`src/rtl/flac_enc_pkg.sv`:
```
// Shared FLAC encoder constants and types used by predictor, estimator and packer stages.
// No logic or state; nothing to backpressure.
package flac_enc_pkg;
  localparam int FLAC_MAX_RICE_K  = 14;
  localparam int FLAC_RICE_ESCAPE = 15;
  localparam int FLAC_SAMPLE_W    = 16;
  localparam int FLAC_BLOCK_SIZE  = 4096;

  typedef logic [3:0] rice_k_t;

  typedef enum logic {
    ST_IDLE,
    ST_SEARCH
  } search_st_t;
endpackage

```
`src/rtl/zigzag_map.sv`:
```
// Zigzag fold of a signed residual onto an unsigned magnitude (0,-1,1,-2.. -> 0,1,2,3..).
// Purely combinational, zero latency; no flow control.
module zigzag_map #(
  parameter int SAMPLE_W = 16
) (
  input  logic signed [SAMPLE_W-1:0] residual,
  output logic        [SAMPLE_W-1:0] mapped
);
  assign mapped = $unsigned((residual <<< 1) ^ (residual >>> (SAMPLE_W - 1)));
endmodule

```
`src/rtl/rice_param_estimator.sv`:
```
// Accumulates zigzag residual magnitudes per block and searches the smallest Rice k with N<<k >= sum.
// Result pulses oDone 2+k cycles after the last sample; never stalls, so no backpressure port.
module rice_param_estimator
  import flac_enc_pkg::*;
#(
  parameter int SAMPLE_W   = FLAC_SAMPLE_W,
  parameter int BLOCK_SIZE = FLAC_BLOCK_SIZE,
  parameter int LOG2_BLOCK = 12,
  parameter int MAX_K      = FLAC_MAX_RICE_K,
  parameter int SUM_W      = SAMPLE_W + 1 + LOG2_BLOCK
) (
  input  logic                iClock,
  input  logic                iReset_n,
  input  logic                iValid,
  input  logic [SAMPLE_W-1:0] iResidual,
  input  logic                iClear,
  output logic [3:0]          oK,
  output logic [SUM_W-1:0]    oSum,
  output logic                oDone,
  output logic                oBusy
);
  localparam int CMP_W = SUM_W + MAX_K;

  logic [SAMPLE_W-1:0]   mapped;
  logic [SUM_W-1:0]      acc;
  logic [SUM_W-1:0]      acc_next;
  logic [SUM_W-1:0]      search_sum;
  logic [LOG2_BLOCK-1:0] cnt;
  rice_k_t               k;
  search_st_t            state;
  logic                  k_hit;

  zigzag_map #(.SAMPLE_W(SAMPLE_W)) u_zigzag (
    .residual (iResidual),
    .mapped   (mapped)
  );

  assign acc_next = acc + SUM_W'(mapped);

  // Widened so BLOCK_SIZE<<MAX_K cannot wrap before the compare.
  assign k_hit = ((CMP_W'(BLOCK_SIZE) << k) >= CMP_W'(search_sum)) || (k == rice_k_t'(MAX_K));

  assign oBusy = (state == ST_SEARCH);

  always_ff @(posedge iClock or negedge iReset_n) begin
    if (!iReset_n) begin
      acc        <= '0;
      cnt        <= '0;
      search_sum <= '0;
      k          <= '0;
      state      <= ST_IDLE;
      oK         <= '0;
      oSum       <= '0;
      oDone      <= 1'b0;
    end else begin
      oDone <= 1'b0;
      if (iClear) begin
        acc   <= '0;
        cnt   <= '0;
        state <= ST_IDLE;
      end else begin
        if (state == ST_SEARCH) begin
          if (k_hit) begin
            oK    <= k;
            oSum  <= search_sum;
            oDone <= 1'b1;
            state <= ST_IDLE;
          end else begin
            k <= k + 1'b1;
          end
        end
        // Block completion is placed last: it owns k/state if both ever coincide.
        if (iValid) begin
          if (&cnt) begin
            search_sum <= acc_next;
            acc        <= '0;
            cnt        <= '0;
            k          <= '0;
            state      <= ST_SEARCH;
          end else begin
            acc <= acc_next;
            cnt <= cnt + 1'b1;
          end
        end
      end
    end
  end
endmodule

```
`config.mk`:
```
export PLATFORM = sky130hd
export DESIGN_NAME = rice_param_estimator
export DESIGN_NICKNAME = d
export VERILOG_FILES = /design/src/rtl/flac_enc_pkg.sv /design/src/rtl/zigzag_map.sv /design/src/rtl/rice_param_estimator.sv
export SDC_FILE = /design/constraint.sdc
export NUM_CORES = 1
export LEC_CHECK = 0
export CAP_MARGIN = 20
export CORE_ASPECT_RATIO = 1.25
export CORE_MARGIN = 1.5
export CORE_UTILIZATION = 40
export CTS_CLUSTER_DIAMETER = 150
export CTS_CLUSTER_SIZE = 10
export DETAILED_ROUTE_END_ITERATION = 7
export PLACE_DENSITY = 0.65
export SYNTH_ARGS = -nofsm -noshare
export SYNTH_HDL_FRONTEND = slang
export SYNTH_SLANG_ARGS = --single-unit
```
`constraint.sdc`:
```
create_clock -name iClock -period 2.4 [get_ports iClock]
set_input_delay 0.36 -clock iClock [delete_from_list [all_inputs] [get_ports iClock]]
set_output_delay 0.36 -clock iClock [all_outputs]
set_load 0.02 [all_outputs]
```
==> results.toml, run 1 <==
[outcome]
status = "finished, violations left"
violations = "negative hold slack, negative setup slack"

[routing]
firstDrtPassIters = 5
drc = 0
drt_wl_total_mm = 16.0
viasPerCell = 5.24
vias = 5063
first_iter_violations = 340
avgRoutedWirePerCell_microns = 16.5
final_antenna_net_count = 0

[sta]
rsz0062_at_grt = "true"
max_freq_ghz = 0.356
setup_tns_ns = -14.53
finClkSkew_ns = 0.00718
maxSlewViolCount = 0
setup_viol = 52
hold_viol_final = 13
maxSlewHeadroom = 0.620
post-route-period-util = 1.17
whs_ns = -0.00346
setup_ws_ns = -0.409
min_period_ns = 2.81
tightest_slew_ns = 0.569

[synthesis]
syn-cell-area_sq_um = 6200
yosysUniqueCellTypes = 56
syn_avg_cell_area_sq_um = 10.1
ys_ff_latch = 109
synth_edf_count = 0
synth_nets = 673
ys.flop_type = "dfrtp_1"
async_reset_ff_frac = 1.00
syn_inst = 613
yosys_warnings = 0
ys_seq_area_frac = 0.440

[worst_setup_path]
crit_type = "flop to flop"
critical_path_required_ns = 2.64
cp-end-kind = "flop"
crit_arrival_ns = 3.05
startpoint_type = "flop"
path_max_fanout = 8

[floorplan]
pin_count = 55
die_h_microns = 142
dieArea_sq_um = 16300
initial_core_util = 0.411
core_sq_um = 15100
fp.dieW_microns = 114
row_count = 50

[cts]
cts_tree = "built"
clk_pin_slew_ns = 0.08
numCtsBuffers = 9
htreeDepth = 3
clock_path_buffers = 2
clkSinkCount = 109
ctsHoldBuffers = 0
clk_latency_ns = 0.36
clock-root-buffer = "clkbuf_16"

[place]
dp.cells = 922
port-buffer-count = 54
hpwl_mm = 10.9
place_congestion = 0.883
place_ws_ns = -0.896

[pwr]
pwr-share-seq = 0.396
peakVddDrop_uv = 359
p_sw_uw = 1510
power.share.switching = 0.308
combPwrFrac = 0.277
power_density_nw_per_um2 = 566
p_leak_uw = 0.00408
intPower_uw = 3390
pwr-share-clk = 0.327
p_total_uw = 4900

[finish]
nFillCells = 1231
nets = 814
multi_input_area_sq_um = 3760
area_delta_synth_final_pct = 39.7
regArea_sq_um = 2730
layout-drive-gt1-share = 0.320
diodes = 0
layoutNonFillerInstCount = 967

[flow_run]
max-cap-violations = 0

[global_routing]
grt_usage = 0.204
grt_overflow = 0
antenna_found_initial = 0
grt_max_degree = 46
grt_pass1_wl_mm = 26.4
grt_pass1_vias = 5350

[hold_path]
hold_path_class = "primary input to async pin"
-- metrics by stage --
stage | util | instance area (sq um)
final | 0.575 | 8670
after global routing | 0.575 | 8670
after CTS | 0.554 | 8350
after detailed placement | 0.505 | 7610
after global placement | 0.505 | 7610
after floorplan | - | 6370
-- cells in the final DEF (no fill, tap or decap), types with 5 or more instances in the layout --
| cell type | netlist | final |
|---|---|---|
| ha_4 | 0 | 15 |
| ha_1 | 39 | 22 |
| and2_1 | 14 | 8 |
| buf_12 | 0 | 6 |
| clkdlybuf4s50_1 | 0 | 44 |
| nand2_1 | 70 | 69 |
| a21oi_2 | 0 | 13 |
| buf_6 | 3 | 8 |
| nor2_1 | 21 | 20 |
| a21o_1 | 5 | 5 |
| xor2_1 | 25 | 21 |
| mux2_4 | 28 | 34 |
| and3_1 | 9 | 7 |
| inv_1 | 30 | 26 |
| o21a_1 | 7 | 7 |
| and2_4 | 0 | 6 |
| a31oi_1 | 12 | 11 |
| nand4_1 | 7 | 7 |
| dfrtp_1 | 109 | 107 |
| xnor2_1 | 15 | 12 |
| o21ai_0 | 47 | 33 |
| a21oi_1 | 33 | 19 |
| a22o_1 | 14 | 14 |
| buf_4 | 1 | 86 |
| o211ai_1 | 11 | 11 |
| clkbuf_16 | 0 | 12 |
| o21ai_1 | 1 | 12 |
| nand3_1 | 23 | 19 |
-- state kept, by name, summed over array words and instances (netlist names) --
| name | flops |
|---|---|
| search_sum | 29 |
| k | 4 |
| oK | 4 |
| oBusy | 1 |
| oSum | 29 |
| cnt | 12 |
| oDone | 1 |
| acc | 29 |
-- final timing paths --
check | slack [ns] | startpoint | cells past startpoint | end
max | -0.41 | k[1] | 12 | oK[3]
min | -0.003 | iReset_n | 1 | search_sum[4]
max reg2reg | -0.41 | k[1] | 12 | oK[3]
min reg2reg | 0.49 | acc[15] | 2 | acc[15]
max in group asynchronous | 1.61 | iReset_n | 2 | k[1]
min in group iClock | 0.41 | iResidual[15] | 4 | search_sum[0]
-- cell families (layout without fill, tap and decap cells) --
| family | after synthesis | count (layout) | share of synthesized area |
|---|---|---|---|
| AOI/OAI and AO/OA | 152 | 152 | 0.156 |
| DFF | 109 | 109 | 0.440 |
| and+or+nand+nor | 179 | 179 | 0.143 |
| muxes | 36 | 36 | 0.0823 |
| buffers and inverters | 57 | 203 | 0.0399 |
| adders and majority gates | 40 | 40 | 0.0819 |
| xor gates and xnor gates | 40 | 40 | 0.0565 |
-- area by class of cell --
cell class | count | area share
Timing Repair Buffer | 157 | 0.172
Multi-Input combinational cell | 447 | 0.434
Tap cell | 208 | 0.0300
Clock inverter | 7 | 0.0101
Clock buffer | 9 | 0.0260
Sequential cell | 109 | 0.315
Inverter | 30 | 0.0130
-- power by group through the flow --
stage	sequential [uW]	clock, uW	combinational, uW
4_1_cts	1940	1640	1270
3_3_place_gp	1970	0	1070
3_5_place_dp	1970	0	1090
6_report	1940	1600	1360
5_1_grt	1950	1700	1470
2_1_floorplan	1960	0	638
-- metal layers --
layer | part of all wire | track usage
met5 | 0 | 0
met4 | 0.012 | 0.0638
met3 | 0.033 | 0.0302
met2 | 0.51 | 0.358
met1 | 0.44 | 0.257
-- worst max-delay path, stage by stage, from the launching register on --
cell	delay [ns]
dfrtp_2	0.45
ha_4	0.19
ha_4	0.16
and2_4	0.16
ha_4	0.25
nand4_1	0.10
nor3b_2	0.26
nand3_2	0.14
a31o_1	0.25
nand2_2	0.10
nand2_4	0.11
clkbuf_16	0.21
mux2_4	0.30
-- synthesized netlist by cell type (all sizes together) (2+ instances only) --
cell / number / share of area
nand3: 23 / 0.019
nand2b: 2 / 0.0020
o21a: 7 / 0.0085
o21bai: 3 / 0.0036
xor2: 25 / 0.035
mux2: 36 / 0.082
nand4: 8 / 0.0091
o31a: 4 / 0.0056
xnor2: 15 / 0.021
o211ai: 11 / 0.013
dfrtp: 109 / 0.44
o22ai: 3 / 0.0040
or3: 5 / 0.0050
a31oi: 12 / 0.012
a211o: 2 / 0.0028
a22o: 14 / 0.020
ha: 39 / 0.079
and3: 9 / 0.0091
buf: 11 / 0.012
nor2: 21 / 0.013
o21ai: 48 / 0.039
or4: 7 / 0.0085
nor4: 3 / 0.0030
or2: 3 / 0.0030
inv: 30 / 0.018
nor3: 2 / 0.0016
nor2b: 6 / 0.0061
nand2: 72 / 0.045
clkbuf: 16 / 0.0097
a21oi: 33 / 0.027
a21o: 5 / 0.0061
o31ai: 2 / 0.0024
and2: 14 / 0.014
-- timing repair --
item | in CTS | in global routing
pin swaps | 26 | 45
buffers inserted | 19 | 8
resized for setup | 58 | 58
setup endpoints to repair | 83 | 77
cloned | 3 | 3
No activity file was read; power rests on OpenSTA's default activity.
==> run 2, diff against run 1 <==
Settings changed: CELL_PAD_IN_SITES_DETAIL_PLACEMENT set to 0, CELL_PAD_IN_SITES_GLOBAL_PLACEMENT set to 1, PLACE_DENSITY 0.65 to 0.78, RECOVER_POWER set to 25.
==> run 2 against run 1 <==
The flow finishes with violations (negative setup slack). Wire length is 0.14% higher. Sequential share of layout area decreased by 0.37 points. Clock power shrank 6%. Critical path depth up 1. Final cell count up 1.2%. First-iteration DRC count fell by 35%. Global-route usage is 0.34 points lower.
==> results.toml, run 2 (synthesis results as in run 1) <==
[routing]
drt_wl_total_mm = 16.0
final_antenna_net_count = 0
first_iter_violations = 220
avgRoutedWirePerCell_microns = 16.4
viasPerCell = 5.28
vias = 5167
firstDrtPassIters = 4
drc = 0

[sta]
maxSlewViolCount = 0
max_freq_ghz = 0.362
maxSlewHeadroom = 0.323
whs_ns = 0.490
post-route-period-util = 1.15
tightest_slew_ns = 1.02
setup_viol = 47
hold_viol_final = 0
setup_ws_ns = -0.364
rsz0062_at_grt = "true"
min_period_ns = 2.76
finClkSkew_ns = 0.0114
setup_tns_ns = -12.70

[global_routing]
grt_overflow = 0
grt_usage = 0.200
grt_max_degree = 47
antenna_found_initial = 0
grt_use_met1 = 0.244
use_met2 = 0.360
grt_pass1_vias = 5228
met3_usage = 0.0277
busiest_layer = "met2"
grt_pass1_wl_mm = 25.6

[pwr]
combPwrFrac = 0.300
pwr-share-seq = 0.394
pwr-share-clk = 0.307
power.share.switching = 0.317
p_leak_uw = 0.00414
p_total_uw = 4930
intPower_uw = 3360
power_density_nw_per_um2 = 562
peakVddDrop_uv = 321
p_sw_uw = 1560

[outcome]
violations = "negative setup slack"
status = "finished, violations left"

[floorplan]
core_sq_um = 15100
pin_count = 55
initial_core_util = 0.411
fp.dieW_microns = 114
dieArea_sq_um = 16300
die_h_microns = 142
row_count = 50

[place]
hpwl_mm = 11.3
dp.cells = 934
place_congestion = 0.855
port-buffer-count = 54

[worst_setup_path]
crit_chain = "buf_6 -> inv_6 -> ha_4 -> and3_4 -> ha_1 -> nand4_1 -> nor3b_2 -> nand3_2 -> a31o_1 -> nand2_2 -> nand2_4 -> buf_12 -> mux2_4"
critical_path_required_ns = 2.64
startpoint_type = "flop"
crit_type = "flop to flop"
crit_arrival_ns = 3.00
worst_path_largest_cell_delay_ns = 0.43
path_max_fanout = 12
crit_slowest_cell = "dfrtp_2"
cp-end-kind = "flop"

[finish]
layoutNonFillerInstCount = 979
reg_top3 = "acc: 29 flops, oSum: 29 flops, search_sum: 29 flops"
nFillCells = 1253
layout-drive-gt1-share = 0.331
fin_util = 0.582
diodes = 0
nets = 826
final_common_cell = "dfrtp_1"
area_delta_synth_final_pct = 41.4
most-common-layout-cells = "dfrtp_1 (106), buf_4 (89), nand2_1 (68)"

[cts]
htreeDepth = 3
clock_path_buffers = 2
cts_tree = "built"
numCtsBuffers = 9
clk_latency_ns = 0.36
clk_pin_slew_ns = 0.08
clock-root-buffer = "clkbuf_16"
clkSinkCount = 109

[hold_path]
hold_path_class = "flop to flop"

[flow_run]
max-cap-violations = 0
[run 2: cell types whose count changed in the layout (fill, tap and decap cells not counted), sizes merged, moves of 2 or more]
cell / previous run / this run
dlygate4sd2: 4 / 8
buf: 102 / 114
clkinv: 1 / 3
clkbuf: 13 / 11
clkdlybuf4s50: 44 / 41
[run 2: power groups by stage]
stage	clock [uW]	combinational (uW)	sequential [uW]
floorplan	0	638	1960
global placement	0	1110	1970
detailed placement	0	1140	1970
CTS	1540	1380	1940
global route	1610	1580	1950
finish	1510	1480	1940
[run 2: cell type report]
class                      count  area, sq um  area share
multi-input combinational    447         3790       0.432
sequential                   109         2730       0.311
timing repair buffer         169         1580       0.180
tap                          208          260      0.0297
clock buffer                   9          225      0.0257
inverter                      30          118      0.0134
clock inverter                 7         73.8     0.00842
[run 2: path summary, 6_finish.rpt]
| path | startpoint | end | slack, ns | cells after the start |
|---|---|---|---|---|
| max | k[1] | oSum[21] | -0.36 | 13 |
| min | acc[15] | acc[15] | 0.49 | 2 |
| max reg2reg | k[1] | oSum[21] | -0.36 | 13 |
| min reg2reg | acc[15] | acc[15] | 0.49 | 2 |
| max in group asynchronous | iReset_n | k[1] | 0.35 | 3 |
| min in group asynchronous | iReset_n | oSum[3] | 0.70 | 2 |
[run 2: repair_timing]
action / in CTS / in global routing
setup endpoints to repair: 82 / 75
cloned: 3 / 0
hold buffers: 1 / 0
pin swaps: 52 / 42
buffers inserted: 20 / 9
endpoints found under the hold margin: 13 / 0
gates resized for setup: 73 / 57
[run 2: routing by layer]
| layer | routed length, microns | vias to the layer above |
|---|---|---|
| li1 | - | 2484 |
| met1 | 6970 | 2558 |
| met2 | 8370 | 103 |
| met3 | 396 | 22 |
| met4 | 276 | 0 |
| met5 | 0 | - |
[run 2: critical path, delay by kind of cell (launching register included)]
kind | cells | cell delay [ns]
AND/OR/NAND/NOR | 6 | 0.85
adder cells (fa/ha/maj) | 2 | 0.47
flip-flops | 1 | 0.43
buffers and inverters | 3 | 0.35
multiplexers | 1 | 0.30
AO/OA/AOI/OAI | 1 | 0.23
[run 2: per-stage QoR]
stage,setup slack [ns],area (sq um)
3_5_place_dp,-0.791,7700
3_3_place_gp,-0.724,7700
2_1_floorplan,-0.272,6370
4_1_cts,-0.370,8500
6_report,-0.364,8770
5_1_grt,-0.450,8770
